File: src/rtl/usb_host_pkg.sv
// Shared constants, encodings and helpers for the USB host transaction engine.
// Holds the PID values, transaction-type and state enums, and status bit positions.
package usb_host_pkg;

  localparam logic [3:0] PID_SOF   = 4'h5;
  localparam logic [3:0] PID_SETUP = 4'hD;
  localparam logic [3:0] PID_IN    = 4'h9;
  localparam logic [3:0] PID_OUT   = 4'h1;
  localparam logic [3:0] PID_DATA0 = 4'h3;
  localparam logic [3:0] PID_DATA1 = 4'hB;
  localparam logic [3:0] PID_ACK   = 4'h2;
  localparam logic [3:0] PID_NAK   = 4'hA;
  localparam logic [3:0] PID_STALL = 4'hE;

  typedef enum logic [1:0] {
    TT_SETUP    = 2'd0,
    TT_IN       = 2'd1,
    TT_OUTDATA0 = 2'd2,
    TT_OUTDATA1 = 2'd3
  } trans_type_e;

  localparam int RXS_CRC      = 0;
  localparam int RXS_BITSTUFF = 1;
  localparam int RXS_OVERFLOW = 2;
  localparam int RXS_NAK      = 3;
  localparam int RXS_STALL    = 4;
  localparam int RXS_ACK      = 5;
  localparam int RXS_DATASEQ  = 6;
  localparam int RXS_TIMEOUT  = 7;

  typedef enum logic [2:0] {
    ST_IDLE      = 3'd0,
    ST_SOF       = 3'd1,
    ST_TOKEN     = 3'd2,
    ST_DATA      = 3'd3,
    ST_WAIT_RESP = 3'd4,
    ST_ACK       = 3'd5,
    ST_DONE      = 3'd6
  } state_e;

  function automatic logic [3:0] token_pid(input trans_type_e tt);
    case (tt)
      TT_SETUP: token_pid = PID_SETUP;
      TT_IN:    token_pid = PID_IN;
      default:  token_pid = PID_OUT;
    endcase
  endfunction

  function automatic logic [3:0] data_pid(input trans_type_e tt);
    data_pid = (tt == TT_OUTDATA1) ? PID_DATA1 : PID_DATA0;
  endfunction

  // rx_err is {overflow, bitStuff, crc}; timeout is always clear for a real response.
  function automatic logic [7:0] rx_status(input logic [3:0] pid, input logic [2:0] rx_err);
    rx_status                = 8'h00;
    rx_status[RXS_CRC]       = rx_err[0];
    rx_status[RXS_BITSTUFF]  = rx_err[1];
    rx_status[RXS_OVERFLOW]  = rx_err[2];
    rx_status[RXS_NAK]       = (pid == PID_NAK);
    rx_status[RXS_STALL]     = (pid == PID_STALL);
    rx_status[RXS_ACK]       = (pid == PID_ACK);
    rx_status[RXS_DATASEQ]   = (pid == PID_DATA1);
    rx_status[RXS_TIMEOUT]   = 1'b0;
  endfunction

endpackage

File: src/rtl/usb_sof_timer.sv
// Frame tick counter, end-of-frame guard window, pending-SOF flag and frame number.
// The counter free-runs regardless of enables; only the pending flag is gated.
module usb_sof_timer
  import usb_host_pkg::*;
#(
  parameter int SOF_PERIOD = 48000,
  parameter int SOF_GUARD  = 1600
) (
  input  logic        usbClk_i,
  input  logic        rstN_i,
  input  logic        sof_arm_i,
  input  logic        sof_done_i,
  output logic [15:0] sof_timer_o,
  output logic        sof_pending_o,
  output logic        in_guard_o,
  output logic [10:0] frame_num_o
);

  localparam logic [15:0] TIMER_LAST  = 16'(SOF_PERIOD - 1);
  localparam logic [15:0] GUARD_START = 16'(SOF_PERIOD - SOF_GUARD);

  logic [15:0] timer_q, timer_d;
  logic        pending_q, pending_d;
  logic [10:0] frame_q, frame_d;
  logic        wrap;

  always_comb begin
    wrap      = (timer_q == TIMER_LAST);
    timer_d   = wrap ? 16'd0 : timer_q + 16'd1;
    pending_d = pending_q;
    if (sof_done_i) pending_d = 1'b0;
    // A wrap already pending collapses into the one outstanding SOF.
    if (wrap && sof_arm_i) pending_d = 1'b1;
    frame_d   = sof_done_i ? frame_q + 11'd1 : frame_q;
  end

  always_ff @(posedge usbClk_i or negedge rstN_i) begin
    if (!rstN_i) begin
      timer_q   <= 16'd0;
      pending_q <= 1'b0;
      frame_q   <= 11'd0;
    end else begin
      timer_q   <= timer_d;
      pending_q <= pending_d;
      frame_q   <= frame_d;
    end
  end

  assign sof_timer_o   = timer_q;
  assign sof_pending_o = pending_q;
  assign in_guard_o    = (timer_q >= GUARD_START);
  assign frame_num_o   = frame_q;

endmodule

File: src/rtl/usb_host_trans_engine.sv
// usbClk-domain transaction engine: sequences SOF, token, data, response and handshake
// packets between the host register block and the packet sender/receiver.
module usb_host_trans_engine
  import usb_host_pkg::*;
#(
  parameter int SOF_PERIOD = 48000,
  parameter int SOF_GUARD  = 1600,
  parameter int RX_TIMEOUT = 72
) (
  input  logic        usbClk_i,
  input  logic        rstN_i,
  input  logic        transReq_i,
  input  logic [1:0]  TxTransType_i,
  input  logic [6:0]  TxAddr_i,
  input  logic [3:0]  TxEndP_i,
  input  logic        TxSOFEnable_i,
  input  logic        SOFSync_i,
  input  logic        isoEn_i,
  input  logic        preambleEn_i,
  input  logic        lineDirectControlEn_i,
  output logic        sendReq_o,
  output logic [3:0]  sendPID_o,
  output logic [6:0]  sendAddr_o,
  output logic [3:0]  sendEndP_o,
  output logic [10:0] sendFrameNum_o,
  output logic        sendPreamble_o,
  input  logic        sendDone_i,
  output logic        rxEn_o,
  input  logic        rxDone_i,
  input  logic [3:0]  rxPIDIn_i,
  input  logic [2:0]  rxErr_i,
  output logic [10:0] frameNum_o,
  output logic [15:0] SOFTimer_o,
  output logic [7:0]  RxPktStatus_o,
  output logic [3:0]  RxPID_o,
  output logic        SOFSent_o,
  output logic        transDone_o,
  output logic        clrTransReq_o
);

  localparam int              TO_W    = (RX_TIMEOUT > 1) ? $clog2(RX_TIMEOUT) : 1;
  localparam logic [TO_W-1:0] TO_LAST = TO_W'(RX_TIMEOUT - 1);

  state_e          state_q, state_d;
  trans_type_e     type_q, type_d;
  logic [TO_W-1:0] to_cnt_q, to_cnt_d;
  logic [7:0]      rx_status_q, rx_status_d;
  logic [3:0]      rx_pid_q, rx_pid_d;
  logic            sof_done_q, done_pulse_q, done_pulse_d, preamble_q;

  logic            sof_done, sof_pending, in_guard, start_ok, timeout_hit, rx_ack_ok;
  logic [10:0]     frame_num;
  logic [15:0]     sof_timer;

  usb_sof_timer #(
    .SOF_PERIOD (SOF_PERIOD),
    .SOF_GUARD  (SOF_GUARD)
  ) u_sof_timer (
    .usbClk_i      (usbClk_i),
    .rstN_i        (rstN_i),
    .sof_arm_i     (TxSOFEnable_i && !lineDirectControlEn_i),
    .sof_done_i    (sof_done),
    .sof_timer_o   (sof_timer),
    .sof_pending_o (sof_pending),
    .in_guard_o    (in_guard),
    .frame_num_o   (frame_num)
  );

  assign sof_done    = (state_q == ST_SOF) && sendDone_i;
  // SOFSync with SOF disabled never sees sof_done_q and so waits indefinitely.
  assign start_ok    = transReq_i && !lineDirectControlEn_i
                       && !(TxSOFEnable_i && in_guard)
                       && (!SOFSync_i || sof_done_q);
  assign timeout_hit = (to_cnt_q == TO_LAST);
  assign rx_ack_ok   = (type_q == TT_IN) && !isoEn_i && (rxErr_i == 3'b000)
                       && ((rxPIDIn_i == PID_DATA0) || (rxPIDIn_i == PID_DATA1));

  always_ff @(posedge usbClk_i or negedge rstN_i) begin
    if (!rstN_i) state_q <= ST_IDLE;
    else         state_q <= state_d;
  end

  always_comb begin
    state_d = state_q;
    case (state_q)
      ST_IDLE: begin
        if (sof_pending && !lineDirectControlEn_i) state_d = ST_SOF;
        else if (start_ok)                          state_d = ST_TOKEN;
      end
      ST_SOF:   if (sendDone_i) state_d = ST_IDLE;
      ST_TOKEN: if (sendDone_i) state_d = (type_q == TT_IN) ? ST_WAIT_RESP : ST_DATA;
      ST_DATA:  if (sendDone_i) state_d = isoEn_i ? ST_DONE : ST_WAIT_RESP;
      ST_WAIT_RESP: begin
        if (rxDone_i)         state_d = rx_ack_ok ? ST_ACK : ST_DONE;
        else if (timeout_hit) state_d = ST_DONE;
      end
      ST_ACK:   if (sendDone_i)  state_d = ST_DONE;
      ST_DONE:  if (!transReq_i) state_d = ST_IDLE;
      default:  state_d = ST_IDLE;
    endcase
  end

  always_comb begin
    sendReq_o      = 1'b0;
    sendPID_o      = 4'h0;
    sendAddr_o     = 7'h00;
    sendEndP_o     = 4'h0;
    sendFrameNum_o = 11'h000;
    rxEn_o         = 1'b0;
    case (state_q)
      ST_SOF: begin
        sendReq_o      = 1'b1;
        sendPID_o      = PID_SOF;
        sendFrameNum_o = frame_num;
      end
      ST_TOKEN: begin
        sendReq_o  = 1'b1;
        sendPID_o  = token_pid(type_q);
        sendAddr_o = TxAddr_i;
        sendEndP_o = TxEndP_i;
      end
      ST_DATA: begin
        sendReq_o = 1'b1;
        sendPID_o = data_pid(type_q);
      end
      ST_WAIT_RESP: rxEn_o = 1'b1;
      ST_ACK: begin
        sendReq_o = 1'b1;
        sendPID_o = PID_ACK;
      end
      default: ;
    endcase
  end

  always_comb begin
    type_d       = type_q;
    to_cnt_d     = '0;
    rx_status_d  = rx_status_q;
    rx_pid_d     = rx_pid_q;
    done_pulse_d = (state_d == ST_DONE) && (state_q != ST_DONE);
    if ((state_q == ST_IDLE) && (state_d == ST_TOKEN)) type_d = trans_type_e'(TxTransType_i);
    if (state_q == ST_WAIT_RESP) begin
      to_cnt_d = to_cnt_q + TO_W'(1);
      if (rxDone_i) begin
        rx_pid_d    = rxPIDIn_i;
        rx_status_d = rx_status(rxPIDIn_i, rxErr_i);
      end else if (timeout_hit) begin
        rx_status_d = 8'h80;
      end
    end
  end

  always_ff @(posedge usbClk_i or negedge rstN_i) begin
    if (!rstN_i) begin
      type_q       <= TT_SETUP;
      to_cnt_q     <= '0;
      rx_status_q  <= 8'h00;
      rx_pid_q     <= 4'h0;
      sof_done_q   <= 1'b0;
      done_pulse_q <= 1'b0;
      preamble_q   <= 1'b0;
    end else begin
      type_q       <= type_d;
      to_cnt_q     <= to_cnt_d;
      rx_status_q  <= rx_status_d;
      rx_pid_q     <= rx_pid_d;
      sof_done_q   <= sof_done;
      done_pulse_q <= done_pulse_d;
      preamble_q   <= preambleEn_i;
    end
  end

  assign sendPreamble_o = preamble_q;
  assign frameNum_o     = frame_num;
  assign SOFTimer_o     = sof_timer;
  assign RxPktStatus_o  = rx_status_q;
  assign RxPID_o        = rx_pid_q;
  assign SOFSent_o      = sof_done_q;
  assign transDone_o    = done_pulse_q;
  assign clrTransReq_o  = done_pulse_q;

endmodule

File: config.mk
export PLATFORM = sky130hd
export DESIGN_NAME = usb_host_trans_engine
export DESIGN_NICKNAME = d
export VERILOG_FILES = /design/src/rtl/usb_host_pkg.sv /design/src/rtl/usb_sof_timer.sv /design/src/rtl/usb_host_trans_engine.sv
export SDC_FILE = /design/constraint.sdc
export NUM_CORES = 1
export LEC_CHECK = 0
export ABC_AREA = 1
export BUFFER_PORTS_ARGS = -buffer_cell sky130_fd_sc_hd__buf_2
export CORE_MARGIN = 4
export CORE_UTILIZATION = 54
export CTS_CLUSTER_SIZE = 12
export DETAILED_ROUTE_END_ITERATION = 12
export GPL_TIMING_DRIVEN = 1
export PLACE_DENSITY = 0.85
export SLEW_MARGIN = 20
export SYNTH_ARGS = -nofsm -noshare
export SYNTH_HDL_FRONTEND = slang
export SYNTH_SLANG_ARGS = --single-unit
File: constraint.sdc
create_clock -name usbClk_i -period 4.1 [get_ports usbClk_i]
set_input_delay 0.205 -clock usbClk_i [delete_from_list [all_inputs] [get_ports usbClk_i]]
set_output_delay 0.205 -clock usbClk_i [all_outputs]
set_load 0.01 [all_outputs]
==> flow_summary.json <==
{
  "grt_max_degree": 56,
  "required_ns": 3.89,
  "placed_area_um2": 3447,
  "initialDrtViolationCount": 133,
  "clk_latency_ns": 0.31,
  "path_class": "flip-flop to primary output",
  "synthFlopType": "dfrtp_1",
  "critPathMaxFanout": 12,
  "multiInputGateArea_um2": 1216,
  "start_kind": "flip-flop",
  "critPathArrivalTime_ns": 1.94,
  "vias_per_cell": 5.055,
  "syn-num-nets": 391,
  "rsz0062_at_grt": "no",
  "clock.fmax_mhz": 466.8,
  "regArea_um2": 1376,
  "wl_met2_um": 3160,
  "die-area_um2": 6563,
  "drv_slew": 0,
  "yosys_warnings": 0,
  "area_growth_pct": 23.51,
  "wirelength_um": 6473,
  "period_needed_ns": 2.142,
  "grt_pass1_wl_um": 10850,
  "hold_path.class": "input port to asynchronous set/reset pin",
  "vias": 2689,
  "fin_area_um2": 3556,
  "wl_per_cell_um": 12.17,
  "clockBufferDepth": 2,
  "async_flop_share_pct": 100.0,
  "finalSetupTns_ns": 0,
  "finalClockSkew_ns": 0.01343,
  "start_util_pct": 56.01,
  "avgSynthCellArea_um2": 8.064,
  "cp-end-kind": "primary output",
  "gp_congestion": 0.9328,
  "hpwl_um": 5008,
  "cellPowerDensity_nw_per_um2": 475.5,
  "synthCells": 357,
  "htree_num_levels": 2,
  "drt-pass1-iter-count": 4,
  "core-area_um2": 5140,
  "antenna_found_initial": 0,
  "cts_root_buf": "clkbuf_8",
  "portBuffers": 100,
  "synth_area_um2": 2879,
  "peakVddDrop_uv": 298.8,
  "nFillCells": 449,
  "synth.distinct_cells": 36,
  "synth_edf_count": 0,
  "cts_tree": "built",
  "grt_pass1_vias": 2513,
  "maxSlewHeadroom_pct": 54.42,
  "hold_violations": 0,
  "wl_met1_um": 2782,
  "antennaDiodeCount": 0,
  "ys_seq_area_share_pct": 47.81,
  "timing.final.crit_share_pct": 52.25,
  "cap_violations": 0,
  "highest_layer": "met4",
  "ioPinCount": 101,
  "power_leakage_uw": 0.002024,
  "grt_overflow": 0,
  "drive_gt1_share_pct": 29.44,
  "status": "finished clean",
  "ys_ff_latch": 55,
  "rows": 26,
  "worstMarginPinSlew_ns": 0.6837,
  "numCtsBuffers": 5,
  "postRouteAntennaNets": 0,
  "cts.clk_slew.worst_paths_ns": 0.11,
  "drc": 0,
  "cts.sink_count": 55,
  "die_w_um": 81.02,
  "dr_wl_met3_um": 472,
  "fp.dieH_um": 81.02,
  "grt.total_usage_pct": 20.67,
  "nets": 495,
  "fin_total_pwr_uw": 1691,
  "setup_viol": 0
}
[synthesized netlist by cell type, types with 2 or more instances]
master	count	area [um^2]
a21oi_1	10	50.05
nand3_1	26	130.1
inv_2	7	26.28
nor3b_1	2	15.01
buf_4	2	15.01
clkbuf_1	2	7.510
nor2_2	6	37.54
nor3_2	3	30.03
nand2_2	4	25.02
nor2_4	2	22.52
o21ai_0	15	75.07
nor3_1	11	55.05
ha_1	4	50.05
nor2_1	48	180.2
nand2_1	58	217.7
xnor2_1	3	26.28
inv_1	59	221.5
o21ai_1	2	10.01
dfrtp_1	55	1376
and3_1	3	18.77
nor4_1	2	12.51
xor2_1	13	113.9
nand4_1	6	37.54
a22o_1	2	17.52
[cell type report]
cell class	count	area share, %
sequential	55	38.71
multi-input combinational	229	34.20
timing repair buffer	102	14.57
inverter	68	7.284
tap	70	2.463
clock buffer	6	2.322
clock inverter	2	0.4574
[report_power, final]
group	leakage, uW	switching [uW]	internal, uW
logic	0.00127	389	236
clock network	0.0000474	179	138
registers	0.000711	99.4	648
total	0.00202	668	1020
[state kept, by name, summed over array words and instances (netlist names)]
register	count
sendPreamble_o	1
to_cnt_q	7
u_sof_timer.frame_num_o	11
state_q	3
RxPID_o	4
type_q	2
u_sof_timer.sof_timer_o	16
u_sof_timer.sof_pending_o	1
clrTransReq_o	1
SOFSent_o	1
RxPktStatus_o	8
[kinds of logic after synthesis]
| kind of cell | synth area share, % |
|---|---|
| and+or+nand+nor | 28.68 |
| AOI/OAI and AO/OA | 6.954 |
| xor gates and xnor gates | 4.868 |
| adders and majority gates | 1.738 |
| DFF | 47.81 |
| buffers and inverters | 9.952 |
[final timing paths]
| path | from | to | slack [ns] | cells after the start |
|---|---|---|---|---|
| setup / recovery | state_q[0] | sendPID_o[2] | 1.96 | 6 |
| hold / removal | rstN_i | u_sof_timer.sof_timer_o[13] | 0.01 | 2 |
| setup reg to reg | state_q[0] | clrTransReq_o | 2.37 | 9 |
| hold reg to reg | to_cnt_q[0] | to_cnt_q[0] | 0.47 | 1 |
| max in group asynchronous | rstN_i | u_sof_timer.sof_timer_o[15] | 3.62 | 2 |
| min in group usbClk_i | rxPIDIn_i[3] | RxPktStatus_o[5] | 0.12 | 2 |
[routing by layer]
layer | GRT usage, % | vias up
met5 | 0 | -
met4 | 4.561 | 0
met3 | 4.656 | 6
met2 | 35.47 | 111
met1 | 26.67 | 1245
li1 | - | 1327
[through the flow]
| step | utilization (%) | std cells | setup WS (ns) | hold WS, ns |
|---|---|---|---|---|
| global route | 69.18 | 532 | 1.779 | 0.07424 |
| CTS | 69.18 | 532 | 1.957 | 0.04509 |
| detailed placement | 67.06 | 523 | 2.321 | 0.3148 |
| finish | 69.18 | 532 | 1.958 | 0.01047 |
| global placement | 67.06 | 523 | 2.418 | 0.3132 |
| floorplan | - | 357 | 2.615 | -0.09059 |
[repair_timing]
action                                  CTS  global route
hold buffers                              1             0
resized for setup                         0             0
endpoints found under the hold margin     1             0
setup buffers                             0             0
endpoints found under the setup margin    0             0
[placed cells by master, fill, tap and decap left out, drive strengths merged]
| cell | count |
|---|---|
| inv | 67 |
| nor3b | 2 |
| ha | 4 |
| a22oi | 1 |
| o21ai | 17 |
| o31ai | 1 |
| clkinv | 2 |
| clkinvlp | 1 |
| xor2 | 13 |
| and3 | 3 |
| nor4 | 3 |
| a31oi | 1 |
| dfrtp | 55 |
| a22o | 2 |
| a21oi | 10 |
| xnor2 | 3 |
| nand3 | 27 |
| nand2 | 62 |
| o211ai | 1 |
| nor2 | 56 |
| clkbuf | 6 |
| dlygate4sd3 | 1 |
| o2111ai | 1 |
| nand4 | 7 |
| buf | 101 |
| nor3 | 14 |
| o211a | 1 |
[worst max-delay path, stage by stage (launching register included)]
cell and delay, ns:
dfrtp_1 0.51, inv_1 0.16, nand3_1 0.33, inv_2 0.18, nand2_1 0.08, o21ai_0 0.19
buf_2 0.17
Power figures use the tool's default switching activity.
